## src/rtl/ad9911_pkg.sv

```systemverilog
// Shared constants and types for the AD9911 frequency controller.
//   - serial register addresses and data lengths
//   - default CSR / FR1 values
//   - sequencer state enum and the frame builder used by the SPI writer
package ad9911_pkg;

  localparam logic [4:0] ADDR_CSR  = 5'h00;
  localparam logic [4:0] ADDR_FR1  = 5'h01;
  localparam logic [4:0] ADDR_CTW0 = 5'h04;

  localparam logic [5:0] LEN_CSR  = 6'd8;
  localparam logic [5:0] LEN_FR1  = 6'd24;
  localparam logic [5:0] LEN_CTW0 = 6'd32;

  localparam logic [7:0]  CSR_DEFAULT = 8'hF0;
  localparam logic [23:0] FR1_DEFAULT = 24'hD00000;

  typedef enum logic [2:0] {
    S_RST, S_W_CSR, S_W_FR1, S_W_CTW_INIT, S_IDLE, S_W_CTW
  } seq_state_e;

  // Instruction byte (write, addr) followed by the data, all left-aligned in
  // 40 bits so the writer always shifts out of bit 39. Data arrives
  // right-aligned in 32 bits and is moved up to sit right below the
  // instruction byte.
  function automatic logic [39:0] build_frame(input logic [4:0]  addr,
                                              input logic [31:0] data,
                                              input logic [5:0]  len);
    return {3'b000, addr, data << (6'd32 - len)};
  endfunction

endpackage

```

## src/rtl/ad9911_spi_writer.sv

```systemverilog
// One AD9911 serial write transaction: CS low, B bits MSB first at
// CLOCK_10M/2, CS high for one cycle, a two-cycle IO_UPDATE pulse, then a
// one-cycle done. A new request is accepted in the done cycle.
// Ports:
//   CLOCK_10M, RESET_N    clock, synchronous active-low reset
//   req_i                 start a transaction (sampled while idle)
//   addr_i/data_i/len_i   register address, right-aligned data, data bits
//   done_o                one-cycle completion pulse
//   ad_cs_o/ad_sclk_o/ad_sdio0_o/ad_update_o   AD9911 pins
module ad9911_spi_writer
  import ad9911_pkg::*;
(
  input  logic        CLOCK_10M,
  input  logic        RESET_N,
  input  logic        req_i,
  input  logic [4:0]  addr_i,
  input  logic [31:0] data_i,
  input  logic [5:0]  len_i,
  output logic        done_o,
  output logic        ad_cs_o,
  output logic        ad_sclk_o,
  output logic        ad_sdio0_o,
  output logic        ad_update_o
);

  typedef enum logic [2:0] {W_IDLE, W_SHIFT, W_GAP, W_UPD1, W_UPD2} wr_state_e;

  wr_state_e   state_q;
  logic [39:0] sr_q;
  logic [5:0]  bits_q;     // bits still to present after the current one
  logic        cs_q, sclk_q, sdio_q, upd_q, done_q;
  logic [39:0] frame_w;

  assign frame_w = build_frame(addr_i, data_i, len_i);

  always_ff @(posedge CLOCK_10M) begin
    if (!RESET_N) begin
      state_q <= W_IDLE;
      sr_q    <= '0;
      bits_q  <= '0;
      cs_q    <= 1'b1;
      sclk_q  <= 1'b0;
      sdio_q  <= 1'b0;
      upd_q   <= 1'b0;
      done_q  <= 1'b0;
    end else begin
      done_q <= 1'b0;
      case (state_q)
        W_IDLE: if (req_i) begin
          cs_q    <= 1'b0;
          sdio_q  <= frame_w[39];
          sr_q    <= {frame_w[38:0], 1'b0};
          bits_q  <= len_i + 6'd7;         // 8 + len bits, first one already out
          state_q <= W_SHIFT;
        end
        W_SHIFT: begin
          if (!sclk_q) begin
            sclk_q <= 1'b1;                  // data set up a full cycle earlier
          end else if (bits_q != 6'd0) begin
            sclk_q <= 1'b0;
            sdio_q <= sr_q[39];
            sr_q   <= {sr_q[38:0], 1'b0};
            bits_q <= bits_q - 6'd1;
          end else begin
            sclk_q  <= 1'b0;
            cs_q    <= 1'b1;
            sdio_q  <= 1'b0;
            state_q <= W_GAP;
          end
        end
        W_GAP: begin
          upd_q   <= 1'b1;
          state_q <= W_UPD1;
        end
        W_UPD1: state_q <= W_UPD2;
        W_UPD2: begin
          upd_q   <= 1'b0;
          done_q  <= 1'b1;
          state_q <= W_IDLE;
        end
        default: state_q <= W_IDLE;
      endcase
    end
  end

  assign done_o      = done_q;
  assign ad_cs_o     = cs_q;
  assign ad_sclk_o   = sclk_q;
  assign ad_sdio0_o  = sdio_q;
  assign ad_update_o = upd_q;

endmodule

```

## src/rtl/ad9911_freq_ctrl.sv

```systemverilog
// AD9911 frequency controller: after reset writes CSR, FR1 and CTW0
// (START_FREQW), raises INIT_OK, then rewrites CTW0 on each host request.
// Ports:
//   CLOCK_10M, RESET_N     10 MHz clock, synchronous active-low reset
//   FREQW, FREQW_UPDATE    new tuning word and its one-cycle strobe
//   INIT_OK                init sequence finished (sticky until reset)
//   FREQW_UPDATE_OVER      latest requested CTW0 write has completed
//   AD_CS/AD_SCLK/AD_SDIO0/AD_UPDATE   AD9911 serial pins and IO_UPDATE
module ad9911_freq_ctrl
  import ad9911_pkg::*;
#(
  parameter logic [31:0] START_FREQW = 32'd0,
  parameter logic [7:0]  CSR_VALUE   = CSR_DEFAULT,
  parameter logic [23:0] FR1_VALUE   = FR1_DEFAULT
) (
  input  logic        CLOCK_10M,
  input  logic        RESET_N,
  input  logic [31:0] FREQW,
  input  logic        FREQW_UPDATE,
  output logic        INIT_OK,
  output logic        FREQW_UPDATE_OVER,
  output logic        AD_CS,
  output logic        AD_SCLK,
  output logic        AD_SDIO0,
  output logic        AD_UPDATE
);

  seq_state_e  state_q;
  logic        req_q;
  logic [4:0]  addr_q;
  logic [31:0] data_q;
  logic [5:0]  len_q;
  logic [31:0] hold_q;
  logic        pend_q, init_ok_q, over_q;
  logic        done_w;

  always_ff @(posedge CLOCK_10M) begin
    if (!RESET_N) begin
      state_q   <= S_RST;
      req_q     <= 1'b0;
      addr_q    <= '0;
      data_q    <= '0;
      len_q     <= '0;
      hold_q    <= '0;
      pend_q    <= 1'b0;
      init_ok_q <= 1'b0;
      over_q    <= 1'b0;
    end else begin
      req_q <= 1'b0;
      case (state_q)
        S_RST: begin
          state_q <= S_W_CSR;
          req_q   <= 1'b1;
          addr_q  <= ADDR_CSR;
          data_q  <= {24'd0, CSR_VALUE};
          len_q   <= LEN_CSR;
        end
        S_W_CSR: if (done_w) begin
          state_q <= S_W_FR1;
          req_q   <= 1'b1;
          addr_q  <= ADDR_FR1;
          data_q  <= {8'd0, FR1_VALUE};
          len_q   <= LEN_FR1;
        end
        S_W_FR1: if (done_w) begin
          state_q <= S_W_CTW_INIT;
          req_q   <= 1'b1;
          addr_q  <= ADDR_CTW0;
          data_q  <= START_FREQW;
          len_q   <= LEN_CTW0;
        end
        S_W_CTW_INIT: if (done_w) begin
          state_q   <= S_IDLE;
          init_ok_q <= 1'b1;
        end
        S_IDLE: if (pend_q) begin
          state_q <= S_W_CTW;
          req_q   <= 1'b1;
          addr_q  <= ADDR_CTW0;
          data_q  <= hold_q;
          len_q   <= LEN_CTW0;
          pend_q  <= 1'b0;
        end
        S_W_CTW: if (done_w) begin
          state_q <= S_IDLE;
          // A newer word is still waiting: this write is not the one asked for.
          if (!pend_q) over_q <= 1'b1;
        end
        default: state_q <= S_RST;
      endcase
      // A host request wins over anything the sequencer did this cycle.
      if (FREQW_UPDATE) begin
        hold_q <= FREQW;
        pend_q <= 1'b1;
        over_q <= 1'b0;
      end
    end
  end

  ad9911_spi_writer u_spi (
    .CLOCK_10M   (CLOCK_10M),
    .RESET_N     (RESET_N),
    .req_i       (req_q),
    .addr_i      (addr_q),
    .data_i      (data_q),
    .len_i       (len_q),
    .done_o      (done_w),
    .ad_cs_o     (AD_CS),
    .ad_sclk_o   (AD_SCLK),
    .ad_sdio0_o  (AD_SDIO0),
    .ad_update_o (AD_UPDATE)
  );

  assign INIT_OK           = init_ok_q;
  assign FREQW_UPDATE_OVER = over_q;

endmodule

```

## config.mk

```make
export PLATFORM = sky130hd
export DESIGN_NAME = ad9911_freq_ctrl
export DESIGN_NICKNAME = d
export VERILOG_FILES = /design/src/rtl/ad9911_pkg.sv /design/src/rtl/ad9911_spi_writer.sv /design/src/rtl/ad9911_freq_ctrl.sv
export SDC_FILE = /design/constraint.sdc
export NUM_CORES = 1
export LEC_CHECK = 0
export ABC_AREA = 1
export ABC_CLOCK_PERIOD_IN_PS = 1800
export BUFFER_PORTS_ARGS = -buffer_cell sky130_fd_sc_hd__clkbuf_2
export CORE_ASPECT_RATIO = 1.5
export CORE_MARGIN = 10
export CORE_UTILIZATION = 35
export CTS_BUF_LIST = sky130_fd_sc_hd__clkbuf_8
export CTS_CLUSTER_SIZE = 14
export DETAILED_ROUTE_END_ITERATION = 16
export SYNTH_ARGS = -nofsm -noshare
export SYNTH_HDL_FRONTEND = slang
export SYNTH_SLANG_ARGS = --single-unit
export TNS_END_PERCENT = 1
```

## constraint.sdc

```tcl
create_clock -name CLOCK_10M -period 1.8 [get_ports CLOCK_10M]
set_clock_uncertainty 0.1 [all_clocks]
set_input_delay 0 -clock CLOCK_10M [delete_from_list [all_inputs] [get_ports CLOCK_10M]]
set_output_delay 0 -clock CLOCK_10M [all_outputs]
set_load 0.02 [all_outputs]
```

======== Word-level counts from Yosys, hierarchy flattened ========
Cells that the tools add are included.
storage, ports and cells
  word-level logic and storage cells ...... 102
  flip-flop bits (word level) ............. 136
  bits of input ports ..................... 35
  output and inout port bits .............. 6
cells by class
  $add $sub $neg .......................... 3
  equal/unequal tests ..................... 17
  reductions and logical operators ........ 18
  shifts and indexed selects .............. 1
  muxes and demuxes ....................... 44
  bitwise operators ....................... 2
operators with widths
  operator               number
  $pmux W32 S4           1
  $mux W40               3
  $mux W32               3
  $pmux W40 S2           1
  $mux W6                6
  $shl A32 B6 Y32        1
  $pmux W6 S4            1
  $mux W3                7
  $pmux W5 S4            1
  $reduce_and A4 Y1      4
  $mux W5                3
  $pmux W3 S5            1
  $eq A3 B2 Y1 const B   4
  $pmux W3 S4            1
  $pmux W6 S2            1
  $mux W1                11
  $ne A2 B1 Y1 const B   5
  $eq A3 B3 Y1 const B   3
  $reduce_and A3 Y1      3
  $add A6 B3 Y6 const B  1
  $eq A3 B1 Y1 const B   2
  $logic_not A3 Y1       2
  $ne A2 B2 Y1 const B   3
  $pmux W1 S2            3
  9 further kinds        14

======== Depth between registers and ports, before layout ========
  depth in word-level cells ............... 4
  mapped depth ............................ 12
  gate-level depth less buffers ........... 9

======== By module ========
From an unflattened synthesis, not the netlist that was laid out.
second synthesis, totals
  cells, all modules ...................... 1119
  area total of the unflattened synthesis .. 7011.7 um^2
by module, submodules not included
  module             cells an instance  sequential area each (um^2)  times used  area an instance (um^2)
  ad9911_spi_writer  765                1061.0                       1           4199.0
  ad9911_freq_ctrl   354                1481.4                       1           2812.7

======== Least setup slack after synthesis ========
OpenSTA, ideal clock, no wires.
  path kind ............................... register to register
  start point ............................. register len_q[3]
  end point ............................... register u_spi.sr_q[24]
  stages on the path, launching flop included .. 13
  arrival ................................. 1.722 ns
  buffers on the path ..................... 3
  period minus slack after synthesis ...... 1.938 ns
  setup slack ............................. -0.138 ns
  data required time ...................... 1.584 ns
  setup time .............................. 0.116 ns
  cells stage by stage .................... dfxtp_1 -> buf_2 -> inv_1 -> buf_2 -> ha_1 -> clkinv_1 -> clkbuf_1 -> nand2_1 -> nand2_1 -> nand2_1 -> nand2_1 -> nor2_1 -> nor2_1
on the way
  cells in the longest elaborated chain, start to end .. 4
ends and longest elaborated chain
  element                   RTL line                 RTL
  start: declaration        ad9911_freq_ctrl.sv:32   logic [5:0] len_q;
  start signal: assignment  ad9911_freq_ctrl.sv:43   len_q <= '0;
  start signal: assignment  ad9911_freq_ctrl.sv:56   len_q <= LEN_CSR;
  start signal: assignment  ad9911_freq_ctrl.sv:63   len_q <= LEN_FR1;
  $sub A6 B6 Y6             ad9911_pkg.sv:29         return {3'b000, addr, data << (6'd32 - len)};
  $shl A32 B6 Y32           ad9911_pkg.sv:29
  $mux W40                  ad9911_spi_writer.sv:49  W_IDLE: if (req_i) begin
  $pmux W40 S2              ad9911_spi_writer.sv:48  case (state_q)
  end signal: assignment    ad9911_spi_writer.sv:52  sr_q <= {frame_w[38:0], 1'b0};
  end signal: assignment    ad9911_spi_writer.sv:62  sr_q <= {sr_q[38:0], 1'b0};
  end: declaration          ad9911_spi_writer.sv:29  logic [39:0] sr_q;
Every way passes these cells. The select of a mux whose other input is x is not followed.
A chain may end at the register's enable or synchronous reset.

======== Worst setup path in the final report ========
  start point ............................. register state_q[0]
  end point ............................... register pend_q
on the way
  cells in the longest elaborated chain, start to end .. 2
ends and longest elaborated chain
  element                              RTL line                RTL
  start: declaration                   ad9911_freq_ctrl.sv:28  seq_state_e state_q;
  start signal: assignment             ad9911_freq_ctrl.sv:39  state_q <= S_RST;
  start signal: assignment             ad9911_freq_ctrl.sv:52  state_q <= S_W_CSR;
  start signal: assignment             ad9911_freq_ctrl.sv:59  state_q <= S_W_FR1;
  $eq A3 B3 Y1                         ad9911_freq_ctrl.sv:50  case (state_q)
  $reduce_bool A2 Y1 (no source line)  --
  end signal: assignment               ad9911_freq_ctrl.sv:45  pend_q <= 1'b0;
  end signal: assignment               ad9911_freq_ctrl.sv:82  pend_q <= 1'b0;
  end signal: assignment               ad9911_freq_ctrl.sv:94  pend_q <= 1'b1;
  end: declaration                     ad9911_freq_ctrl.sv:34  logic pend_q, init_ok_q, over_q;
Every way passes these cells.

==> impl_metrics.json <==
{
  "outcome": "finished, final reports clean",
  "cts_tree": "done",
  "clock_sinks": 127,
  "dp.cells": 1101,
  "vias": 5542,
  "drtPass1Iterations": 4,
  "fin_crit_ns": 1.66,
  "dp_hpwl_mm": 9.59,
  "synthDistinctLibCells": 36,
  "clock-root-buffer": "clkbuf_8",
  "grt_remaining_overflow": 0,
  "htreeDepth": 4,
  "drt-met1-wl_mm": 6.66,
  "cts_max_path_buffers": 2,
  "rsz0062_at_grt": "false",
  "finalHoldViolations": 0,
  "arrival_ns": 1.87,
  "routedWlPerCell_microns": 12.4,
  "core_sq_um": 16800,
  "initial_core_util_pct": 35.7,
  "p_leak_nw": 3.18,
  "seqPwrFrac_pct": 36.5,
  "synth-seq-area-share_pct": 42.5,
  "route.met3.wl_microns": 416,
  "path_class": "register to register",
  "io_pins": 41,
  "cp-end-kind": "register",
  "drt-initial-drc-count": 328,
  "vias_per_cell": 4.70,
  "hold_path_class": "input pin to register",
  "multi_input_area_sq_um": 3020,
  "drv_cap": 0,
  "finalSetupViolations": 0,
  "fillerInstances": 1700,
  "critPathRequiredTime_ns": 2.02,
  "tightestPinTransition_ns": 0.390,
  "final_nets": 995,
  "drt.antenna.violating_nets": 0,
  "antenna_cells": 0,
  "drt_wl_total_mm": 14.6,
  "synth_seq_cells": 127,
  "synth_edf_count": 0,
  "grt_max_degree": 82,
  "routabilityCongestion": 0.800,
  "comb_power_share_pct": 41.2,
  "p_per_area_nw_per_um2": 1450,
  "grt_first_pass_wirelength_mm": 26.4,
  "clkTransAtPathRegs_ns": 0.08,
  "finalNonFillerCells": 1180,
  "timing.fmax_ghz": 0.604,
  "cts_buffers": 17,
  "yosys_most_used_dff": "dfxtp_1",
  "fin_util_pct": 43.5,
  "insertion_delay_ns": 0.43,
  "drcViolationCount": 0,
  "syn-mean-instance-area_sq_um": 6.77,
  "portBuffers": 40,
  "core.rowCount": 58,
  "met2_length_mm": 7.33,
  "die_w_microns": 127,
  "worstPathMaxFanout": 8,
  "drive_gt1_share_pct": 14.4,
  "register_area_sq_um": 2540,
  "irDropWorstVdd_uv": 805,
  "final.setup.tns_ns": 0,
  "swShare_pct": 41.4,
  "syn-num-nets": 922,
  "syn_area_sq_um": 5990,
  "fp.dieArea_sq_um": 22800,
  "finalCritPeriodShare_pct": 92.0,
  "grt_pass1_vias": 5686,
  "switchingPower_mw": 4.36,
  "area_growth_pct": 21.8,
  "relSlewSlack_pct": 73.9,
  "synth_warnings": 0,
  "ys_async_sr_fraction_pct": 0,
  "grt_util_all_layers_pct": 13.3,
  "p_clk_share_pct": 22.2,
  "die_h_microns": 180,
  "p_int_mw": 6.19,
  "timing.hold.ws_ns": 0.228,
  "cp-start-kind": "register",
  "slew_violations": 0,
  "antenna_found_initial": 0,
  "top_layer_used": "met4",
  "syn-instance-count": 884
}
-- synth_stat cells, types with 6 or more instances --
library cell | count | share of area (%)
inv_1 | 30 | 1.9
buf_2 | 18 | 1.5
buf_4 | 6 | 0.75
nand2_1 | 244 | 15
clkbuf_1 | 22 | 1.4
dfxtp_1 | 127 | 42
inv_2 | 6 | 0.38
a21oi_1 | 43 | 3.6
nand2_2 | 15 | 1.6
nor3_1 | 6 | 0.50
a21oi_2 | 12 | 1.8
nand3_1 | 58 | 4.8
o21ai_0 | 88 | 7.4
o21ai_1 | 11 | 0.92
nor2_1 | 165 | 10
-- sequential cells by signal, indices dropped and copies added, names as in the netlist --
register	cells
state_q	3
u_spi.ad_sdio0_o	1
INIT_OK	1
pend_q	1
u_spi.ad_cs_o	1
u_spi.ad_sclk_o	1
u_spi.bits_q	6
u_spi.state_q	3
addr_q	1
u_spi.sr_q	39
req_q	1
FREQW_UPDATE_OVER	1
hold_q	32
data_q	32
u_spi.done_o	1
len_q	2
u_spi.ad_update_o	1
-- layer usage --
| layer | vias to the layer above | GRT usage (%) |
|---|---|---|
| li1 | 2967 | - |
| met1 | 2484 | 15.6 |
| met2 | 80 | 23.3 |
| met3 | 11 | 2.83 |
| met4 | 0 | 4.16 |
| met5 | - | 0 |
-- area by class of cell --
class | count | share of cell area, %
multi-input cells | 663 | 41.4
well taps | 210 | 3.60
clock inverters | 13 | 1.58
flip-flops and latches | 127 | 34.9
inverters | 39 | 2.14
repair buffers | 109 | 12.9
clock buffers | 19 | 3.58
-- kinds of logic (layout without fill, tap and decap cells) --
group | after synthesis | after routing | share of synthesized area, %
xor gates and xnor gates | 2 | 2 | 0.293
and+or+nand+nor | 500 | 500 | 35.0
AOI/OAI and AO/OA | 158 | 158 | 14.2
buffers and inverters | 94 | 180 | 7.42
adders and majority gates | 3 | 3 | 0.627
DFF | 127 | 127 | 42.5
-- what timing repair did --
item | CTS | global route
hold endpoints to repair | 54 | 0
buffers inserted | 0 | 0
gates resized for setup | 0 | 3
hold buffers | 47 | 0
setup endpoints to repair | 0 | 24
-- cells in the final DEF (no fill, tap or decap), drive strengths merged --
| cell type | n |
|---|---|
| bufinv | 1 |
| clkinvlp | 3 |
| ha | 3 |
| xnor2 | 1 |
| inv | 41 |
| dlygate4sd3 | 47 |
| o21ai | 100 |
| dfxtp | 127 |
| clkinv | 7 |
| nor2 | 170 |
| nand3 | 59 |
| o2111ai | 1 |
| and2 | 1 |
| or2 | 1 |
| nand2 | 261 |
| clkbuf | 59 |
| nor3 | 6 |
| o211ai | 2 |
| buf | 22 |
| xor2 | 1 |
| a21oi | 55 |
| nand4 | 2 |
-- metrics by stage --
stage                     cell area [sq um]  power [mW]  setup WS (ns)
after floorplan                        6000        7.13         0.0268
after global placement                 6440        8.19          0.198
after detailed placement               6440        8.20          0.153
after CTS                              7280        10.6          0.139
after global routing                   7290        11.5         0.0156
final                                  7290        10.6          0.144
-- worst paths after layout --
kind                      from           endpoint  slack (ns)  cells after the start
min reg2reg  u_spi.ad_update_o  u_spi.ad_update_o        0.37                      2
max reg2reg         state_q[0]             pend_q        0.14                      5
max                 state_q[0]             pend_q        0.14                      5
min                  FREQW[16]         hold_q[16]        0.23                      4
-- critical path, stage by stage, from the launching register on --
cell and delay [ns]:
dfxtp_1 0.39, nor2_4 0.20, nand2_2 0.13, nand2_1 0.10, a21oi_1 0.06, dlygate4sd3_1 0.57
-- power by group through the flow --
stage / registers [mW] / logic, mW / clock network, mW
5_1_grt: 3.93 / 5.00 / 2.54
2_1_floorplan: 3.81 / 3.32 / 0
3_3_place_gp: 3.92 / 4.27 / 0
4_1_cts: 3.86 / 4.39 / 2.40
6_report: 3.86 / 4.35 / 2.34
3_5_place_dp: 3.91 / 4.29 / 0
No activity file was read; power rests on OpenSTA's default activity.
